===== src/rtl/program_loader.sv =====
// Serial boot loader: receives a length-prefixed instruction stream and writes it into
// instruction memory, holding the core in reset until a checksum-verified load completes.
//
// state  | meaning
// IDLE   | waiting for start, core held
// LEN_LO | expecting low byte of word count
// LEN_HI | expecting high byte of word count
// DATA   | receiving instruction bytes, writing words
// CHECK  | expecting checksum byte
// DONE   | load verified, core released
// ERROR  | load rejected, core held
module program_loader #(
  parameter int ADDR_WIDTH = 10
) (
  input  logic                  clk,
  input  logic                  reset,
  input  logic                  start,
  input  logic                  byte_valid,
  input  logic [7:0]            byte_data,
  output logic                  byte_ready,
  output logic                  imem_we,
  output logic [ADDR_WIDTH-1:0] imem_addr,
  output logic [31:0]           imem_wdata,
  output logic                  core_hold,
  output logic                  busy,
  output logic                  done,
  output logic                  error
);

  localparam logic [2:0] IDLE   = 3'd0;
  localparam logic [2:0] LEN_LO = 3'd1;
  localparam logic [2:0] LEN_HI = 3'd2;
  localparam logic [2:0] DATA   = 3'd3;
  localparam logic [2:0] CHECK  = 3'd4;
  localparam logic [2:0] DONE   = 3'd5;
  localparam logic [2:0] ERROR  = 3'd6;

  // Largest legal word count is the full memory depth, so one extra bit is needed.
  localparam logic [16:0] MAX_WORDS = 17'(1) << ADDR_WIDTH;

  logic [2:0]  state;
  logic [15:0] len;
  logic [15:0] word_idx;
  logic [1:0]  byte_cnt;
  logic [7:0]  csum;
  logic [23:0] word_reg;
  logic        accept;

  assign byte_ready = (state == LEN_LO) || (state == LEN_HI) ||
                      (state == DATA)   || (state == CHECK);
  assign busy       = byte_ready;
  assign done       = (state == DONE);
  assign error      = (state == ERROR);
  assign core_hold  = (state != DONE);
  assign accept     = byte_valid && byte_ready;

  always_ff @(posedge clk or posedge reset) begin
    if (reset) begin
      state      <= IDLE;
      len        <= '0;
      word_idx   <= '0;
      byte_cnt   <= '0;
      csum       <= '0;
      word_reg   <= '0;
      imem_we    <= 1'b0;
      imem_addr  <= '0;
      imem_wdata <= '0;
    end else begin
      imem_we <= 1'b0;
      case (state)
        IDLE, DONE, ERROR: begin
          if (start) begin
            state    <= LEN_LO;
            word_idx <= '0;
            byte_cnt <= '0;
            csum     <= '0;
          end
        end
        LEN_LO: begin
          if (accept) begin
            len[7:0] <= byte_data;
            state    <= LEN_HI;
          end
        end
        LEN_HI: begin
          if (accept) begin
            len[15:8] <= byte_data;
            if ({1'b0, byte_data, len[7:0]} > MAX_WORDS)
              state <= ERROR;
            else if ({byte_data, len[7:0]} == 16'd0)
              state <= CHECK;
            else
              state <= DATA;
          end
        end
        DATA: begin
          if (accept) begin
            csum     <= csum ^ byte_data;
            byte_cnt <= byte_cnt + 2'd1;
            case (byte_cnt)
              2'd0: word_reg[7:0]   <= byte_data;
              2'd1: word_reg[15:8]  <= byte_data;
              2'd2: word_reg[23:16] <= byte_data;
              default: begin
                imem_wdata <= {byte_data, word_reg};
                imem_addr  <= word_idx[ADDR_WIDTH-1:0];
                imem_we    <= 1'b1;
                word_idx   <= word_idx + 16'd1;
                if (word_idx == len - 16'd1)
                  state <= CHECK;
              end
            endcase
          end
        end
        CHECK: begin
          if (accept)
            state <= (byte_data == csum) ? DONE : ERROR;
        end
        default: state <= IDLE;
      endcase
    end
  end

endmodule

===== config.mk =====
export PLATFORM = sky130hd
export DESIGN_NAME = program_loader
export DESIGN_NICKNAME = d
export VERILOG_FILES = /design/src/rtl/program_loader.sv
export SDC_FILE = /design/constraint.sdc
export NUM_CORES = 1
export LEC_CHECK = 0
export BUFFER_PORTS_ARGS = -buffer_cell sky130_fd_sc_hd__buf_2
export CORE_AREA = 3 3 95 106
export DETAILED_ROUTE_END_ITERATION = 8
export DIE_AREA = 0 0 98 109
export GPL_ROUTABILITY_DRIVEN = 0
export HOLD_SLACK_MARGIN = 0.05
export PLACE_DENSITY = 0.8
export SLEW_MARGIN = 20
export SYNTH_ARGS = -nofsm -noshare
export SYNTH_HDL_FRONTEND = slang
export SYNTH_SLANG_ARGS = --single-unit
export TNS_END_PERCENT = 10

===== constraint.sdc =====
create_clock -name clk -period 11.6 [get_ports clk]
set_input_delay 2.32 -clock clk [delete_from_list [all_inputs] [get_ports clk]]
set_output_delay 2.32 -clock clk [all_outputs]
set_load 0.1 [all_outputs]

==> results of run 1 <==
cell families after synthesis:
group | Yosys count
simple gates | 189
flops | 112
mux | 65
compound gates | 55
buf+inv | 44
xor+xnor | 39
fa+ha+maj | 7
worst reg2reg max path, delay by kind of cell (launching register included):
family / cells / cell delay, ns
AND/OR/NAND/NOR: 5 / 1.44
buffers and inverters: 2 / 0.88
XOR/XNOR: 1 / 0.17
flip-flops: 1 / 0.57
final cells by class:
class	count	area, um2	share of cell area (%)
inverter	13	51.3	0.852
clock buffer	9	124	2.06
timing repair buffer	62	318	5.28
sequential	112	2800	46.6
clock inverter	7	119	1.98
multi-input combinational	355	2460	40.9
tap	114	143	2.37
worst paths after layout:
path / to / startpoint / cells past startpoint / slack [ns]
setup reg to reg: word_idx[4] / state[2] / 8 / 8.40
min in group asynchronous: imem_wdata[2] / reset / 2 / 1.93
hold / removal: imem_wdata[28] / imem_wdata[28] / 2 / 0.49
setup / recovery: word_idx[4] / byte_valid / 9 / 7.18
max in group asynchronous: word_idx[14] / reset / 3 / 8.35
hold reg to reg: imem_wdata[28] / imem_wdata[28] / 2 / 0.49
cell usage after synthesis, types with 3 or more instances:
cell type	n
dfrtp_1	112
and3_1	5
mux2_2	55
nor4_1	3
or3_1	3
nor3_1	8
clkbuf_1	26
nor2_1	35
inv_2	3
inv_1	10
o211ai_1	5
nand4_1	11
a21oi_1	3
a211oi_1	4
nand3b_1	4
xor2_1	17
mux2_1	8
nand2_1	83
xnor2_1	22
nand2b_1	3
nor2b_1	5
o21ai_0	18
nand3_1	12
o21ai_1	8
ha_1	7
power breakdown:
part / switching, W / total (W) / internal (W)
sequential: 0.000127 / 0.000654 / 0.000527
combinational: 0.000609 / 0.000849 / 0.000240
clock: 0.000146 / 0.000274 / 0.000128
layer usage:
layer	track usage, %	vias up	wire [um]	part of all wire [%]
li1	-	1835	-	-
met1	29.1	1999	5020	42
met2	41.1	115	6100	51
met3	5.18	16	606	5.1
met4	7.62	0	194	1.6
met5	0	-	0	0
through the flow:
stage | total power (W) | worst slack, ns | instance area (um2) | std cells
after floorplan | 0.00135 | 6.32 | 5440 | 511
after global placement | 0.00147 | 6.97 | 5770 | 656
after detailed placement | 0.00150 | 6.85 | 5770 | 656
after CTS | 0.00178 | 7.22 | 6010 | 672
after global routing | 0.00187 | 6.97 | 6020 | 672
final | 0.00178 | 7.18 | 6020 | 672
placed cells by master, fill, tap and decap left out, drive strengths merged, types with 4 or more instances in the layout:
cell type  count
nand3         13
a211oi         4
dfrtp        112
nand4         11
nor4           5
o21ai         26
xor2          17
inv           16
nor3           8
and3           5
ha             7
xnor2         22
o211ai         6
nand2         83
buf           62
nand3b         4
mux2          63
a21oi          4
nor2b          5
clkbuf         9
nor2          35
==> impl_metrics.ini, run 1 <==
[floorplanning]
die_h_um = 109
pin_count = 60
die_w_um = 98
num_rows = 36
dieArea_um2 = 10700
initial_core_util_pct = 60.7
core_um2 = 8960

[sta]
final-hold-violation-count = 0
finalSetupViolations = 0
rsz0062_at_grt = no
final_max_slew_viol_count = 0
worst_slew_pin_slew_ns = 0.983
min_period_over_period_pct = 38.1
finalSetupTns_ns = 0
finalCriticalPeriod_ns = 4.42
holdWs_ns = 0.490
relSlewSlack_pct = 33.9
final.setup_skew_ns = 0.0168
max_freq_mhz = 226

[pwr]
leakage_nw = 2.89
max-vdd-ir-drop_v = 0.000242
power_density_nw_per_um2 = 295

[clocking]
clk_path_buf_depth = 2
cts-root-buf = clkbuf_8
clk_latency_ns = 0.38
clk_pin_slew_ns = 0.11
htree_levels = 3
cts-resized-gates = 0
cts_setup_buffers = 0
hold_buffers = 0
cts_sinks = 112
tritoncts = yes
cts_made_buffers = 9

[hold_path]
hold_class = flop to flop

[grt]
grt_start_max_net_pins = 77
antenna_found_initial = 0
grt_overflow = 0
grt_pass1_wl_um = 20100
grt_pass1_vias = 4085
track_usage_pct = 23.5

[synthesis]
synth_xor_area_share_pct = 6.28
postSynth.asyncResetShare_pct = 100
yosys-top-cells-area = dfrtp_1 52%, mux2_2 11%, nand2_1 5.7%
synthDistinctLibCells = 56
synth_top_family_by_area = simple AND/OR/NAND/NOR gates
syn_area_um2 = 5440
synth-edff-count = 0
avgSynthCellArea_um2 = 10.6
ys_seq_area_share_pct = 51.5
synthesis.nets = 530
synth_compound_area_share_pct = 6.86
yosys.area.top_type = dfrtp_1
ys.flop_type = dfrtp_1
synthAdderAreaFrac_pct = 1.61
synthMuxAreaShare_pct = 13.4
postSynthCellCount = 511
synthSimpleGateAreaFrac_pct = 17.0
ys_seq_elements = 112
ys_warn_count = 0
synth_top_area_share_pct = 51.5

[job]
cap_violations = 0

[routing]
postRouteAntennaNets = 0
wirelength_um = 11900
dr.pass1.iters = 4
via_per_inst = 5.90
wl_per_cell_um = 17.7
route.detailed.drc = 0
vias = 3965
drtIter0Drc = 173

[worst_setup_path]
max_stage_delay_ns = 0.71
endpoint_kind = flop
arrival_ns = 4.65
path_buf_inv = 4
critical-path-top-delay-family = simple AND/OR/NAND/NOR gates
crit_type = input pin to flop
crit_required_ns = 11.83
cp-start-kind = input pin
cp_slowest_cell = nor2_1
crit_chain = buf_2 > inv_2 > nor2_1 > nand2_1 > buf_4 > inv_2 > nand4_1 > xor2_1 > nor2_1
crit_fanout = 39

[placed_design]
port_buffers = 59
hpwl_um = 7970

[outcome]
status = complete, no violations

[cells_and_area]
area_growth_pct = 10.7
diodes = 0
largest_reg_flops = 32
fillCellCount = 675
finish.utilization_pct = 67.1
nets = 572
layout-drive-gt1-share_pct = 26.5
No activity file was read; power rests on OpenSTA's default activity.
==> run 2: changes to the inputs <==
- CORE_AREA: 3 3 95 106 -> 3 3 101 113
- DIE_AREA: 0 0 98 109 -> 0 0 104 116
- PLACE_DENSITY: 0.8 -> 0.75
- clock period: 11.6 -> 3.9 ns (I/O delays scaled with it)
==> run 2 against run 1 <==
Final area grew 2.6%. Non-clock buffer count grew 2. Power grew to 3.1 times the previous value. First-iteration DRC count increased by 54%. Final cell count rose by 4.6%. Via count decreased by 0.13%. Clock-buffer cell count unchanged. Clock skew decreased by 0.0055 ns. Largest power group unchanged. Critical endpoint is now state[1]. Utilization fell by 7.5 points. Die area increased by 13%. Sequential power grew to 3.0 times the previous value. Critical path type is now flop to flop.
==> impl_metrics.ini, run 2 (synthesis gave the netlist of run 1 again) <==
[grt]
track_usage_pct = 21.2
grt_pass1_wl_um = 20400
antenna_found_initial = 0
grt_pass1_vias = 4038
grt_overflow = 0
grt_start_max_net_pins = 61

[worst_setup_path]
max_stage_delay_ns = 0.53
endpoint_kind = flop
cp_slowest_cell = or4b_1
r2r_slack_ns = 0.94
cp-start-kind = flop
crit_required_ns = 4.13
crit_fanout = 8
crit_chain = inv_1 > ha_1 > nor3b_2 > nand3_2 > or4b_1 > o211ai_2 > a21oi_2 > o31ai_4 > mux2_1
crit_type = flop to flop
arrival_ns = 3.19

[sta]
min_period_over_period_pct = 76.0
relSlewSlack_pct = 35.6
setup_ws_ns = 0.937
final_max_slew_viol_count = 0
final.setup_skew_ns = 0.0113
finalCriticalPeriod_ns = 2.96
finalSetupTns_ns = 0
worst_slew_pin_slew_ns = 0.957
rsz0062_at_grt = no
final-hold-violation-count = 0
finalSetupViolations = 0
max_freq_mhz = 338

[clocking]
clk_path_buf_depth = 2
cts_made_buffers = 9
htree_levels = 3
cts-root-buf = clkbuf_16
clk_pin_slew_ns = 0.08
cts-resized-gates = 0
tritoncts = yes
cts_sinks = 112
clk_latency_ns = 0.35
hold_buffers = 0
cts_setup_buffers = 0

[floorplanning]
dieArea_um2 = 12100
core_um2 = 10300
num_rows = 39
die_w_um = 104
die_h_um = 116
initial_core_util_pct = 52.6
pin_count = 60

[cells_and_area]
largest_reg_flops = 32
finish.utilization_pct = 59.7
layout-drive-gt1-share_pct = 26.8
final_cells = 703
area_growth_pct = 13.6
layout_commonest_cell = dfrtp_1
diodes = 0
final_cell_mix = 112 x dfrtp_1, 83 x nand2_1, 59 x buf_2, 55 x mux2_2, 35 x nor2_1
nets = 574

[pwr]
pwr-share-seq_pct = 35.9
finalPower_w = 0.00546
p_sw_share_pct = 48.5
power_density_nw_per_um2 = 883
switching_power_w = 0.00265
clock_power_share_pct = 17.8
internal_power_w = 0.00281
max-vdd-ir-drop_v = 0.000714
pwr-share-comb_pct = 46.2
leakage_nw = 2.94

[routing]
wl_per_cell_um = 17.1
vias = 3960
postRouteAntennaNets = 0
wirelength_um = 12000
dr.pass1.iters = 4
drtIter0Drc = 267
via_per_inst = 5.63
route.detailed.drc = 0

[placed_design]
dp.cells = 687
port_buffers = 59
hpwl_um = 8240
place_worst_setup_slack_ns = 0.999

[outcome]
status = complete, no violations

[hold_path]
hold_class = flop to flop

[job]
cap_violations = 0
[run 2: stage by stage]
stage                     hold slack [ns]  instance area (um2)
after global placement              0.454                 5840
after detailed placement            0.459                 5840
after global routing                0.498                 6170
after CTS                           0.478                 6170
final                               0.471                 6170
after floorplan                     0.452                 5440
[run 2: layer usage]
layer | track usage (%) | wire length [um] | part of all wire, %
met1 | 26.5 | 4890 | 41
met2 | 36.9 | 6120 | 51
met3 | 5.29 | 718 | 6.0
met4 | 6.38 | 267 | 2.2
met5 | 0 | 0 | 0
[run 2: worst max-delay path: cells and delay by family (launching register included)]
| kind | cells | cell delay [ns] |
|---|---|---|
| buffers and inverters | 1 | 0.13 |
| muxes | 1 | 0.34 |
| AOI/OAI and AO/OA | 3 | 0.46 |
| and+or+nand+nor | 3 | 1.24 |
| DFF | 1 | 0.44 |
| adders and majority gates | 1 | 0.24 |
[run 2: final cells by class]
cell class / instances / area (um2)
clock buffers: 9 / 225
clock inverters: 7 / 100
fillers: 852 / 4170
inverters: 13 / 51.3
multi-input cells: 355 / 2470
flip-flops and latches: 112 / 2800
well taps: 143 / 179
repair buffers: 64 / 345
[run 2: path summary, 6_finish.rpt]
check,startpoint,end,depth (start not counted)
max,len[0],state[1],9
min,imem_addr[6],imem_addr[6],2
max reg2reg,len[0],state[1],9
min reg2reg,imem_addr[6],imem_addr[6],2
max in group asynchronous,reset,imem_addr[8],3
min in group asynchronous,reset,word_reg[6],2
[run 2: power by group through the flow]
stage | sequential, W | clock [W] | combinational, W
floorplan | 0.00276 | 0 | 0.00127
global placement | 0.00194 | 0 | 0.00246
detailed placement | 0.00197 | 0 | 0.00251
CTS | 0.00195 | 0.000994 | 0.00252
global route | 0.00202 | 0.00104 | 0.00268
finish | 0.00196 | 0.000973 | 0.00252
==> run 3: changes to the inputs <==
- clock period: 3.9 -> 2.4 ns (I/O delays scaled with it)
==> run 3 against run 2 <==
The flow now finishes with violations (setup timing). Final area rose by 5.9%. First-iteration DRC count shrank 23%. Critical path depth rose by 1. Clock-buffer cell count rose by 2. Die area stayed put. Power increased by 70%. Combinational power grew 86%.
==> impl_metrics.ini, run 3 (synthesis gave the netlist of run 1 again) <==
[worst_setup_path]
crit_start = len[1]
reg2reg_to = state[1]
critPathCapture = state[1]
rr_startpoint = len[1]
crit_required_ns = 2.64
r2r_cells = 10
cp-start-kind = flop
crit_fanout = 4
r2r_slack_ns = -0.07
crit_type = flop to flop
arrival_ns = 2.71
endpoint_kind = flop

[clocking]
clk_pin_slew_ns = 0.08
tritoncts = yes
clk_path_buf_depth = 2
htree_levels = 3
cts_made_buffers = 9
clk_latency_ns = 0.36
cts-root-buf = clkbuf_16
cts_sinks = 112
hold_buffers = 0

[cells_and_area]
layout-drive-gt1-share_pct = 34.1
fillCellCount = 823
final_cell_mix = 110 x dfrtp_1, 82 x nand2_1, 57 x buf_2, 55 x mux2_2, 43 x buf_4
nets = 615
area_growth_pct = 20.3
diodes = 0
largest_reg_flops = 32
layout_commonest_cell = dfrtp_1
finalInstanceArea_um2 = 6540

[job]
cap_violations = 0

[placed_design]
port_buffers = 59
place_worst_setup_slack_ns = -0.0579
hpwl_um = 8770
post_dp_cell_area_um2 = 6090

[outcome]
status = finished, violations left
violations = setup timing

[sta]
final.setup_skew_ns = 0.00907
finalSetupTns_ns = -0.0957
holdWs_ns = 0.262
final_max_slew_viol_count = 0
relSlewSlack_pct = 61.2
finalCriticalPeriod_ns = 2.47
max_freq_mhz = 404
worst_slew_pin_slew_ns = 0.582
min_period_over_period_pct = 103
rsz0062_at_grt = yes
setup_ws_ns = -0.0750
final-hold-violation-count = 0
finalSetupViolations = 2

[routing]
wl_met3_um = 592
dr.pass1.iters = 4
vias = 4139
met1_length_um = 5270
wl_per_cell_um = 17.5
routed.top_layer = met4
route.detailed.drc = 0
postRouteAntennaNets = 0
dr_wl_met2_um = 6740
drtIter0Drc = 205
wirelength_um = 13000
via_per_inst = 5.56

[pwr]
max-vdd-ir-drop_v = 0.00126
clock_power_share_pct = 16.0
pwr-share-seq_pct = 33.5
pwr-share-comb_pct = 50.4
internal_power_w = 0.00482
switching_power_w = 0.00446
power_density_nw_per_um2 = 1420
leakage_nw = 3.15
finalPower_w = 0.00928
p_sw_share_pct = 48.1

[grt]
grt_pass1_vias = 4252
grt_overflow = 0
antenna_found_initial = 0
grt_pass1_wl_um = 21300
track_usage_pct = 22.2
grt_start_max_net_pins = 113

[floorplanning]
core_um2 = 10300
initial_core_util_pct = 52.6
pin_count = 60
die_w_um = 104
num_rows = 39
dieArea_um2 = 12100
die_h_um = 116

[hold_path]
hold_class = input pin to async pin
==> run 3: power groups by stage <==
stage                     clock (W)  combinational (W)  sequential, W
after detailed placement          0            0.00443        0.00312
after global placement            0            0.00432        0.00307
after floorplan                   0            0.00206        0.00449
after CTS                   0.00149            0.00457        0.00310
after global routing        0.00158            0.00493        0.00320
final                       0.00149            0.00468        0.00311
==> run 3: worst min path at each step <==
stage | cells past startpoint | start | end | slack [ns]
2_1_floorplan | 1 | word_reg[17] | imem_wdata[17] | 0.45
3_3_place_gp | 2 | imem_addr[4] | imem_addr[4] | 0.45
3_5_place_dp | 2 | imem_addr[4] | imem_addr[4] | 0.46
4_1_cts | 3 | reset | imem_wdata[6] | 0.32
5_1_grt | 3 | reset | word_reg[6] | 0.33
6_report | 3 | reset | word_reg[2] | 0.26
==> run 3: repair_timing <==
action	4_1_cts	5_1_grt
resized for setup	11	12
pin swaps	6	10
endpoints found under the hold margin	0	0
endpoints found under the setup margin	2	31
setup buffers	5	4
==> run 3: worst max-delay path, cell delays in order, from the launching register on <==
cell,delay (ns)
dfrtp_1,0.41
inv_2,0.11
ha_4,0.15
nor3b_4,0.25
buf_6,0.14
buf_4,0.12
a21oi_1,0.07
nor4_1,0.27
nand4_1,0.22
o31ai_4,0.29
mux2_4,0.33
==> run 3: area by class of cell <==
cell class / instances / area, um2 / area share, %
clock inverters: 5 / 50.0 / 0.765
inverters: 13 / 52.6 / 0.804
well taps: 143 / 179 / 2.74
flip-flops and latches: 112 / 2810 / 42.9
repair buffers: 105 / 674 / 10.3
multi-input cells: 355 / 2540 / 38.8
clock buffers: 11 / 243 / 3.71
==> run 3: metrics by stage <==
stage | utilization (%) | cells
after floorplan | - | 511
after global placement | 58.9 | 719
after detailed placement | 58.9 | 719
after CTS | 62.5 | 740
after global routing | 63.2 | 744
final | 63.2 | 744
==> run 3: layer usage <==
metal / track usage [%] / up-vias
met5: 0 / -
met1: 26.0 / 2078
met2: 40.7 / 116
met4: 9.49 / 0
li1: - / 1916
met3: 3.62 / 29
